**config.mk**
```make
export PLATFORM = sky130hd
export DESIGN_NAME = fetch_controller
export DESIGN_NICKNAME = d
export VERILOG_FILES = /design/src/rtl/fetch_pkg.sv /design/src/rtl/fetch_lat_timer.sv /design/src/rtl/fetch_controller.sv
export SDC_FILE = /design/constraint.sdc
export NUM_CORES = 1
export LEC_CHECK = 0
export ABC_AREA = 1
export BUFFER_PORTS_ARGS = -buffer_cell sky130_fd_sc_hd__buf_2
export CAP_MARGIN = 20
export CORE_MARGIN = 2
export CORE_UTILIZATION = 52
export DETAILED_ROUTE_END_ITERATION = 10
export MAX_ROUTING_LAYER = met4
export PLACE_DENSITY = 0.84
export SETUP_SLACK_MARGIN = 0.2
export SKIP_LAST_GASP = 1
export SLEW_MARGIN = 20
export SYNTH_ARGS = -nofsm -noshare
export SYNTH_HDL_FRONTEND = slang
export SYNTH_HIERARCHICAL = 1
export SYNTH_SLANG_ARGS = --single-unit
```
**constraint.sdc**
```tcl
create_clock -name clk -period 2.3 [get_ports clk]
set_input_delay 0.23 -clock clk [delete_from_list [all_inputs] [get_ports clk]]
set_output_delay 0.23 -clock clk [all_outputs]
set_load 0.02 [all_outputs]
```
**src/rtl/fetch_pkg.sv**
```systemverilog
// Shared definitions for the instruction-fetch path: FSM state encoding,
// default bus widths and the legal range of the memory read latency.
// No ports; imported by fetch_controller and fetch_lat_timer.
package fetch_pkg;

  typedef enum logic [1:0] {
    IDLE  = 2'd0,
    ISSUE = 2'd1,
    WAIT  = 2'd2,
    HOLD  = 2'd3
  } fetch_state_t;

  localparam int ADDR_W_DEF  = 10;
  localparam int INSTR_W_DEF = 16;

  localparam int MEM_LAT_MIN = 1;
  localparam int MEM_LAT_MAX = 3;

endpackage

```
**src/rtl/fetch_lat_timer.sv**
```systemverilog
// Loadable down-counter that times a synchronous memory read.
// Ports: clk/rst (async active-low); load presets MEM_LAT-1; dec counts down
// towards zero and holds there; zero flags the last wait cycle.
module fetch_lat_timer
  import fetch_pkg::*;
#(
  parameter int MEM_LAT = 1
) (
  input  logic clk,
  input  logic rst,
  input  logic load,
  input  logic dec,
  output logic zero
);

  // Sized for the largest legal latency so every instance shares one width.
  localparam int CNT_W = $clog2(MEM_LAT_MAX);

  logic [CNT_W-1:0] cnt;

  always_ff @(posedge clk or negedge rst) begin
    if (!rst) begin
      cnt <= '0;
    end else if (load) begin
      cnt <= CNT_W'(MEM_LAT - 1);
    end else if (dec && (cnt != '0)) begin
      cnt <= cnt - 1'b1;
    end
  end

  assign zero = (cnt == '0);

endmodule

```
**src/rtl/fetch_controller.sv**
```systemverilog
// Instruction-fetch sequencer: one memory read per instruction, captures the
// returned word into ir and hands it downstream with a valid/ready handshake.
// Ports: clk/rst (async active-low); pc in, pc_en strobe out; mem_rd/mem_addr/
// mem_rdata to the instruction memory; ir/ir_valid/ir_ready to decode;
// halt/flush control; busy while not idle. All outputs registered.
module fetch_controller
  import fetch_pkg::*;
#(
  parameter int ADDR_W  = ADDR_W_DEF,
  parameter int INSTR_W = INSTR_W_DEF,
  parameter int MEM_LAT = 1
) (
  input  logic               clk,
  input  logic               rst,
  input  logic [ADDR_W-1:0]  pc,
  output logic               pc_en,
  output logic               mem_rd,
  output logic [ADDR_W-1:0]  mem_addr,
  input  logic [INSTR_W-1:0] mem_rdata,
  output logic [INSTR_W-1:0] ir,
  output logic               ir_valid,
  input  logic               ir_ready,
  input  logic               halt,
  input  logic               flush,
  output logic               busy
);

  fetch_state_t state;
  fetch_state_t state_nxt;

  logic lat_zero;
  logic capture;
  logic handoff;

  fetch_lat_timer #(
    .MEM_LAT (MEM_LAT)
  ) u_lat_timer (
    .clk  (clk),
    .rst  (rst),
    .load (state == ISSUE),
    .dec  (state == WAIT),
    .zero (lat_zero)
  );

  always_comb begin
    state_nxt = state;
    capture   = 1'b0;
    handoff   = 1'b0;
    // Flush overrides capture and the handshake in every state.
    if (flush) begin
      state_nxt = IDLE;
    end else begin
      case (state)
        IDLE:  if (!halt) state_nxt = ISSUE;
        ISSUE: state_nxt = WAIT;
        WAIT: begin
          if (lat_zero) begin
            capture   = 1'b1;
            state_nxt = HOLD;
          end
        end
        HOLD: begin
          if (ir_valid && ir_ready) begin
            handoff   = 1'b1;
            state_nxt = halt ? IDLE : ISSUE;
          end
        end
        default: state_nxt = IDLE;
      endcase
    end
  end

  always_ff @(posedge clk or negedge rst) begin
    if (!rst) begin
      state    <= IDLE;
      pc_en    <= 1'b0;
      mem_rd   <= 1'b0;
      mem_addr <= '0;
      ir       <= '0;
      ir_valid <= 1'b0;
      busy     <= 1'b0;
    end else begin
      state  <= state_nxt;
      busy   <= (state_nxt != IDLE);
      mem_rd <= (state_nxt == ISSUE);
      pc_en  <= capture;
      // A handoff on the first HOLD cycle coincides with the counter's own
      // increment edge, so pc still shows the old value; forward the value
      // the counter is moving to so the next fetch reads the next word.
      if (state_nxt == ISSUE) begin
        mem_addr <= pc_en ? (pc + ADDR_W'(1)) : pc;
      end
      if (capture) begin
        ir       <= mem_rdata;
        ir_valid <= 1'b1;
      end else if (flush || handoff) begin
        ir_valid <= 1'b0;
      end
    end
  end

endmodule

```
==> flow_metrics.env, run 1 <==
export IMPL_synth_cell_area_um2=1642
export IMPL_critical_path_peak_fanout=21
export IMPL_drc_errors=0
export IMPL_min_period_over_period_pct=70.54
export IMPL_worst_slew_margin_rel_pct=52.94
export IMPL_die_area_um2=3622
export IMPL_maxSlewViolCount=0
export IMPL_outcome="completed"
export IMPL_timing_clock_skew_ps=9.234
export IMPL_clkTransAtPathRegs_ps=100
export IMPL_yosysWarningCount=6
export IMPL_die_y_um=60.19
export IMPL_clkLatencyLatePin_ps=340
export IMPL_reg2reg_to="mem_addr[5]$_DFFE_PN0N_"
export IMPL_cp_max_stage_cell="sky130_fd_sc_hd__dfrtp_1"
export IMPL_synth_largest_area_cell="sky130_fd_sc_hd__dfrtp_1"
export IMPL_row_count=20
export IMPL_fp_dieW_um=60.19
export IMPL_finalHoldViolCount=0
export IMPL_detail_route_vias_per_cell=4.575
export IMPL_synth_seq_area_share_pct=51.83
export IMPL_grt_usage_pct=19.97
export IMPL_synth_cell_type_count=22
export IMPL_first_global_vias=1237
export IMPL_leakage_uw=0.001187
export IMPL_multiInputGateArea_um2=650.6
export IMPL_drt_iter0_drc=44
export IMPL_timing_reg2reg_setup_slack_ps=680
export IMPL_syn_mean_instance_area_um2=8.291
export IMPL_postSynth_topFlopCell="sky130_fd_sc_hd__dfrtp_1"
export IMPL_r2r_worst_path_cells=7
export IMPL_portBuffers=60
export IMPL_max_frequency_mhz=616.3
export IMPL_area_delta_synth_final_pct=23.25
export IMPL_cts_buffers_inserted=5
export IMPL_route_met3_wl_um=128
export IMPL_synth_common_cells="sky130_fd_sc_hd__nand2_1, sky130_fd_sc_hd__dfrtp_1, sky130_fd_sc_hd__inv_1"
export IMPL_max_cap_violations=0
export IMPL_totalWireLength_mm=3.136
export IMPL_endpoint_kind="flip-flop"
export IMPL_min_delay_path_depth=3
export IMPL_rsz_0062_raised_after_global_routing="false"
export IMPL_netlist_top_cells_area="sky130_fd_sc_hd__dfrtp_1, sky130_fd_sc_hd__nand2_1, sky130_fd_sc_hd__inv_1"
export IMPL_synth_top_cell_area_share_pct=51.83
export IMPL_cp_cell_sequence="inv_1 -> ha_1 -> o21ai_1 -> nand2_1 -> nand3_2 -> nand2_1 -> o21ai_2"
export IMPL_dpl_cell_count=297
export IMPL_stdcell_count=306
export IMPL_final_antenna_net_count=0
export IMPL_floorplan_initialDensity_pct=54.21
export IMPL_cp_arrival_ps=1840
export IMPL_critPathMostFrequentCell="sky130_fd_sc_hd__nand2_1"
export IMPL_antenna_found_initial=0
export IMPL_timing_setup_tns_ps=0
export IMPL_grt_start_max_net_pins=35
export IMPL_synth_most_common_cell="sky130_fd_sc_hd__nand2_1"
export IMPL_finalWorstPathRequiredPeriod_ps=1622
export IMPL_postSynth_asyncResetShare_pct=100.0
export IMPL_ir_worst_vdd_mv=0.6281
export IMPL_hold_path_endpoint="ir[10]$_DFFE_PN0P_"
export IMPL_cts_resized_gates=0
export IMPL_grt_first_pass_wirelength_mm=5.071
export IMPL_startpoint_type="flip-flop"
export IMPL_final_fill_count=281
export IMPL_htree_levels=2
export IMPL_critPathMaxStageDelay_ps=390
export IMPL_fraction_of_final_layout_cells_with_drive_strength_greater_than_1_pct=32.06
export IMPL_cts_root_buffer_cell="sky130_fd_sc_hd__clkbuf_4"
export IMPL_measured_slew_at_the_worst_slew_check_pin_ps=705.9
export IMPL_maxUsedRoutingLayer="met4"
export IMPL_seq_area_um2=850.8
export IMPL_worstHoldPathType="input pin to flip-flop"
export IMPL_tritonroute_pass_1_iters=4
export IMPL_critical_path_required_ps=2510
export IMPL_synth_ff_latch_count=34
export IMPL_fp_coreArea_um2=3028
export IMPL_r2r_start="u_lat_timer/cnt[0]$_DFFE_PN0P_"
export IMPL_tritoncts="yes"
export IMPL_synth_nets=231
export IMPL_cts_setup_buffers=0
export IMPL_insertedDiodeCount=0
export IMPL_grt_overflow=0
export IMPL_synth_cells=198
export IMPL_dp_final_hpwl_mm=2.410
export IMPL_met2_wirelength_mm=1.553
export IMPL_place_congestion=0.8351
export IMPL_worst_hold_startpoint="mem_rdata[10]"
export IMPL_cellPowerDensity_nw_per_um2=883.7
export IMPL_ios=61
export IMPL_timing_worst_setup_path_type="flip-flop to flip-flop"
export IMPL_clock_sink_count=34
export IMPL_clock_path_buffers=2
export IMPL_total_number_of_vias=1400
export IMPL_synth_edf_count=0
export IMPL_met1_length_mm=1.390
export IMPL_post_drt_wl_per_cell_um=10.25
export IMPL_final_nets=294
export IMPL_report_final_setup_viol=0
-- final cells by class --
class	count	area share, %
inverters	25	4.762
repair buffers	61	15.34
multi-input cells	134	32.16
flip-flops and latches	34	42.05
clock buffers	7	2.721
clock inverters	1	0.2474
well taps	44	2.721
-- stage by stage --
step                total power [µW]  cell area, µm²  util [%]  setup slack, ps  hold WS (ps)
floorplan                       1236            1642         -            994.1        -65.59
global placement                1443            1953     64.50            726.7         328.1
detailed placement              1466            1953     64.50            700.9         323.4
CTS                             1802            2023     66.82            675.6         73.52
global route                    1901            2023     66.82            445.3         76.64
finish                          1788            2023     66.82            677.5         82.05
-- cell families after synthesis --
family / count (synthesis) / synth area share (%)
xor gates and xnor gates: 4 / 2.135
AOI/OAI and AO/OA: 13 / 6.403
DFF: 34 / 51.83
adders and majority gates: 2 / 1.524
and+or+nand+nor: 114 / 28.96
muxes: 1 / 0.6098
buffers and inverters: 30 / 8.536
-- registers in the layout, indices dropped and copies added, names as in the netlist --
| signal | cells |
|---|---|
| ir | 16 |
| pc_en | 1 |
| u_lat_timer/cnt | 2 |
| state | 2 |
| mem_addr | 10 |
| mem_rd | 1 |
| busy | 1 |
| ir_valid | 1 |
-- what timing repair did --
item | 4_1_cts | 5_1_grt
hold buffers | 1 | 0
hold endpoints to repair | 34 | 0
setup endpoints to repair | 0 | 0
-- worst max-delay path by stage --
stage,startpoint,end,slack (ps)
floorplan,u_lat_timer/cnt[0]$_DFFE_PN0P_,ir[10]$_DFFE_PN0P_,990
global placement,u_lat_timer/cnt[0]$_DFFE_PN0P_,mem_addr[8]$_DFFE_PN0N_,730
detailed placement,u_lat_timer/cnt[0]$_DFFE_PN0P_,mem_addr[3]$_DFFE_PN0N_,700
CTS,u_lat_timer/cnt[0]$_DFFE_PN0P_,mem_addr[3]$_DFFE_PN0N_,680
global route,u_lat_timer/cnt[0]$_DFFE_PN0P_,mem_addr[9]$_DFFE_PN0N_,450
finish,u_lat_timer/cnt[0]$_DFFE_PN0P_,mem_addr[5]$_DFFE_PN0N_,680
-- layer usage --
layer	GRT usage, %	vias up
met5	-	-
met3	5.844	7
li1	-	726
met4	8.889	0
met1	23.60	634
met2	31.52	33
-- placed cells by master, fill, tap and decap left out, types with 4 or more instances in the layout --
cell type | synthesis | final
sky130_fd_sc_hd__nand2_1 | 90 | 90
sky130_fd_sc_hd__o21ai_2 | 9 | 9
sky130_fd_sc_hd__dfrtp_1 | 34 | 34
sky130_fd_sc_hd__nand3_1 | 12 | 12
sky130_fd_sc_hd__clkbuf_4 | 0 | 5
sky130_fd_sc_hd__nor2_1 | 4 | 4
sky130_fd_sc_hd__buf_2 | 2 | 60
sky130_fd_sc_hd__inv_1 | 23 | 23
-- worst max-delay path: cells and delay by family (launching register included) --
kind | cells | cell delay (ps)
AOI/OAI and AO/OA | 2 | 150
adders and majority gates | 1 | 210
buffers and inverters | 1 | 70
DFF | 1 | 390
and+or+nand+nor | 3 | 670
-- power by group --
part | internal, µW | switching, µW
Combinational | 213 | 404
Clock | 148 | 189
Sequential | 749 | 84.6
Total | 1110 | 678
(Power assumes the default switching activity.)
==> inputs of run 2 (changes only) <==
CORE_UTILIZATION = 44   (was 52)
PLACE_DENSITY = 0.75   (was 0.84)
clock period = 1.42 ns   (was 2.3 ns; I/O delays follow)
==> flow_metrics.env, run 2 (synthesized netlist as in run 1, its figures left out) <==
export IMPL_outcome="completed"
export IMPL_total_number_of_vias=1449
export IMPL_cp_cell_sequence="inv_2 -> ha_4 -> o21ai_2 -> nand2_2 -> nand3_4 -> clkbuf_16 -> nand2_1 -> o21ai_2"
export IMPL_timing_setup_tns_ps=0
export IMPL_clock_sink_count=34
export IMPL_tritonroute_pass_1_iters=4
export IMPL_min_period_over_period_pct=89.20
export IMPL_multiInputGateArea_um2=710.7
export IMPL_final_antenna_net_count=0
export IMPL_max_cap_violations=0
export IMPL_fp_coreArea_um2=3633
export IMPL_largestRegisters="ir (16), mem_addr (10)"
export IMPL_dp_final_hpwl_mm=2.527
export IMPL_startpoint_type="flip-flop"
export IMPL_insertedDiodeCount=0
export IMPL_tritoncts="yes"
export IMPL_power_report_internal_total_uw=2383
export IMPL_post_layout_total_power_uw=3555
export IMPL_drc_errors=0
export IMPL_grt_start_max_net_pins=35
export IMPL_net_switching_power_uw=1172
export IMPL_place_congestion=0.8096
export IMPL_timing_clock_skew_ps=9.116
export IMPL_seq_area_um2=850.8
export IMPL_post_drt_wl_per_cell_um=11.12
export IMPL_clock_path_buffers=2
export IMPL_hold_path_endpoint="ir[3]$_DFFE_PN0P_"
export IMPL_fp_dieW_um=65.08
export IMPL_htree_levels=2
export IMPL_post_place_ws_ps=150.7
export IMPL_cts_buffers_inserted=5
export IMPL_area_delta_synth_final_pct=40.32
export IMPL_timing_reg2reg_setup_slack_ps=150
export IMPL_measured_slew_at_the_worst_slew_check_pin_ps=419.5
export IMPL_leakage_uw=0.001305
export IMPL_largest_register="ir"
export IMPL_first_global_vias=1380
export IMPL_critical_path_peak_fanout=5
export IMPL_share_of_total_power_in_sequential_cells_pct=38.2
export IMPL_layout_cells_most_common_list="sky130_fd_sc_hd__nand2_1, sky130_fd_sc_hd__buf_2, sky130_fd_sc_hd__dfrtp_1, sky130_fd_sc_hd__inv_1, sky130_fd_sc_hd__nand3_1"
export IMPL_detail_route_vias_per_cell=4.528
export IMPL_ir_worst_vdd_mv=0.8669
export IMPL_die_area_um2=4235
export IMPL_reg2reg_to="mem_addr[6]$_DFFE_PN0N_"
export IMPL_clkTransAtPathRegs_ps=70
export IMPL_fraction_of_final_layout_cells_with_drive_strength_greater_than_1_pct=41.18
export IMPL_final_nets=304
export IMPL_r2r_worst_path_cells=8
export IMPL_grt_first_pass_wirelength_mm=5.865
export IMPL_drt_iter0_drc=64
export IMPL_setup_slack_ps=153.3
export IMPL_largest_register_ff_count=16
export IMPL_final_fill_count=329
export IMPL_swShare_pct=32.97
export IMPL_finalWorstPathRequiredPeriod_ps=1267
export IMPL_critical_path_required_ps=1600
export IMPL_cp_max_stage_cell="sky130_fd_sc_hd__dfrtp_1"
export IMPL_critPathMaxStageDelay_ps=390
export IMPL_clkLatencyLatePin_ps=290
export IMPL_floorplan_initialDensity_pct=45.18
export IMPL_worst_hold_startpoint="mem_rdata[3]"
export IMPL_whs_ps=44.35
export IMPL_critPathMostFrequentCell="sky130_fd_sc_hd__o21ai_2"
export IMPL_grt_usage_pct=18.80
export IMPL_combPwrFrac_pct=31.0
export IMPL_portBuffers=60
export IMPL_totalWireLength_mm=3.559
export IMPL_grt_overflow=0
export IMPL_report_final_setup_viol=0
export IMPL_final_common_cell="sky130_fd_sc_hd__nand2_1"
export IMPL_cts_root_buffer_cell="sky130_fd_sc_hd__clkbuf_8"
export IMPL_worstHoldPathType="input pin to flip-flop"
export IMPL_power_share_clock_pct=30.7
export IMPL_worst_slew_margin_rel_pct=72.03
export IMPL_cellPowerDensity_nw_per_um2=1543
export IMPL_ios=61
export IMPL_rsz_0062_raised_after_global_routing="true"
export IMPL_finalHoldViolCount=0
export IMPL_die_y_um=65.08
export IMPL_row_count=22
export IMPL_antenna_found_initial=0
export IMPL_endpoint_kind="flip-flop"
export IMPL_timing_worst_setup_path_type="flip-flop to flip-flop"
export IMPL_min_delay_path_depth=3
export IMPL_maxSlewViolCount=0
export IMPL_max_frequency_mhz=789.5
export IMPL_r2r_start="u_lat_timer/cnt[0]$_DFFE_PN0P_"
export IMPL_cp_arrival_ps=1440
-- run 2: cell types whose count changed in the layout (fill, tap and decap cells not counted), sizes merged --
cell | before | now
clkbuf | 7 | 8
buf | 60 | 68
bufinv | 0 | 2
clkinv | 2 | 1
-- run 2: repair_timing --
action / in CTS / in global routing
resized for setup: 2 / 18
hold buffers: 1 / 0
endpoints found under the setup margin: 25 / 27
hold endpoints to repair: 34 / 0
pin swaps: 0 / 7
gates cloned: 0 / 2
setup buffers: 1 / 3
-- run 2: metrics by stage --
| stage | instances | instance area [µm²] | util [%] |
|---|---|---|---|
| after floorplan | 198 | 1660 | - |
| after global placement | 305 | 2013 | 55.41 |
| after detailed placement | 305 | 2013 | 55.41 |
| after CTS | 315 | 2181 | 60.02 |
| after global routing | 320 | 2303 | 63.40 |
| final | 320 | 2303 | 63.40 |
-- run 2: worst max-delay path by stage --
| stage | end | start | slack (ps) | depth (start not counted) |
|---|---|---|---|---|
| finish | mem_addr[6]$_DFFE_PN0N_ | u_lat_timer/cnt[0]$_DFFE_PN0P_ | 150 | 8 |
| global route | mem_addr[8]$_DFFE_PN0N_ | state[1]$_DFF_PN0_ | 80 | 7 |
| CTS | mem_addr[9]$_DFFE_PN0N_ | u_lat_timer/cnt[0]$_DFFE_PN0P_ | 150 | 8 |
| floorplan | mem_addr[9]$_DFFE_PN0N_ | pc_en$_DFF_PN0_ | 210 | 7 |
| global placement | mem_addr[1]$_DFFE_PN0N_ | u_lat_timer/cnt[0]$_DFFE_PN0P_ | 200 | 8 |
| detailed placement | mem_addr[9]$_DFFE_PN0N_ | u_lat_timer/cnt[1]$_DFFE_PN0P_ | 150 | 8 |
-- run 2: power groups by stage --
stage	Clock [µW]	Combinational, µW	Sequential [µW]
3_5_place_dp	0	1040	1360
2_1_floorplan	0	341	1660
5_1_grt	1170	1220	1390
4_1_cts	1120	1040	1350
6_report	1090	1100	1360
3_3_place_gp	0	1010	1360
-- run 2: final cells by class --
class / instances / area share [%]
flip-flops and latches: 34 / 36.94
multi-input cells: 134 / 30.85
repair buffers: 71 / 19.12
inverters: 25 / 4.291
clock buffers: 6 / 3.585
clock inverters: 2 / 2.607
well taps: 48 / 2.607
-- run 2: critical path: cells and delay by family (launching register included) --
kind                       cells  cell delay (ps)
AOI/OAI and AO/OA              2              110
adders and majority gates      1              140
buffers and inverters          2              260
DFF                            1              390
and+or+nand+nor                3              260
-- run 2: routing by layer --
metal | vias up | GRT usage, % | part of all wire [%]
met5 | - | - | 0
met4 | 0 | 9.635 | 1.7
met3 | 4 | 4.688 | 4.3
met2 | 34 | 30.15 | 48
met1 | 658 | 21.97 | 46
li1 | 753 | - | -
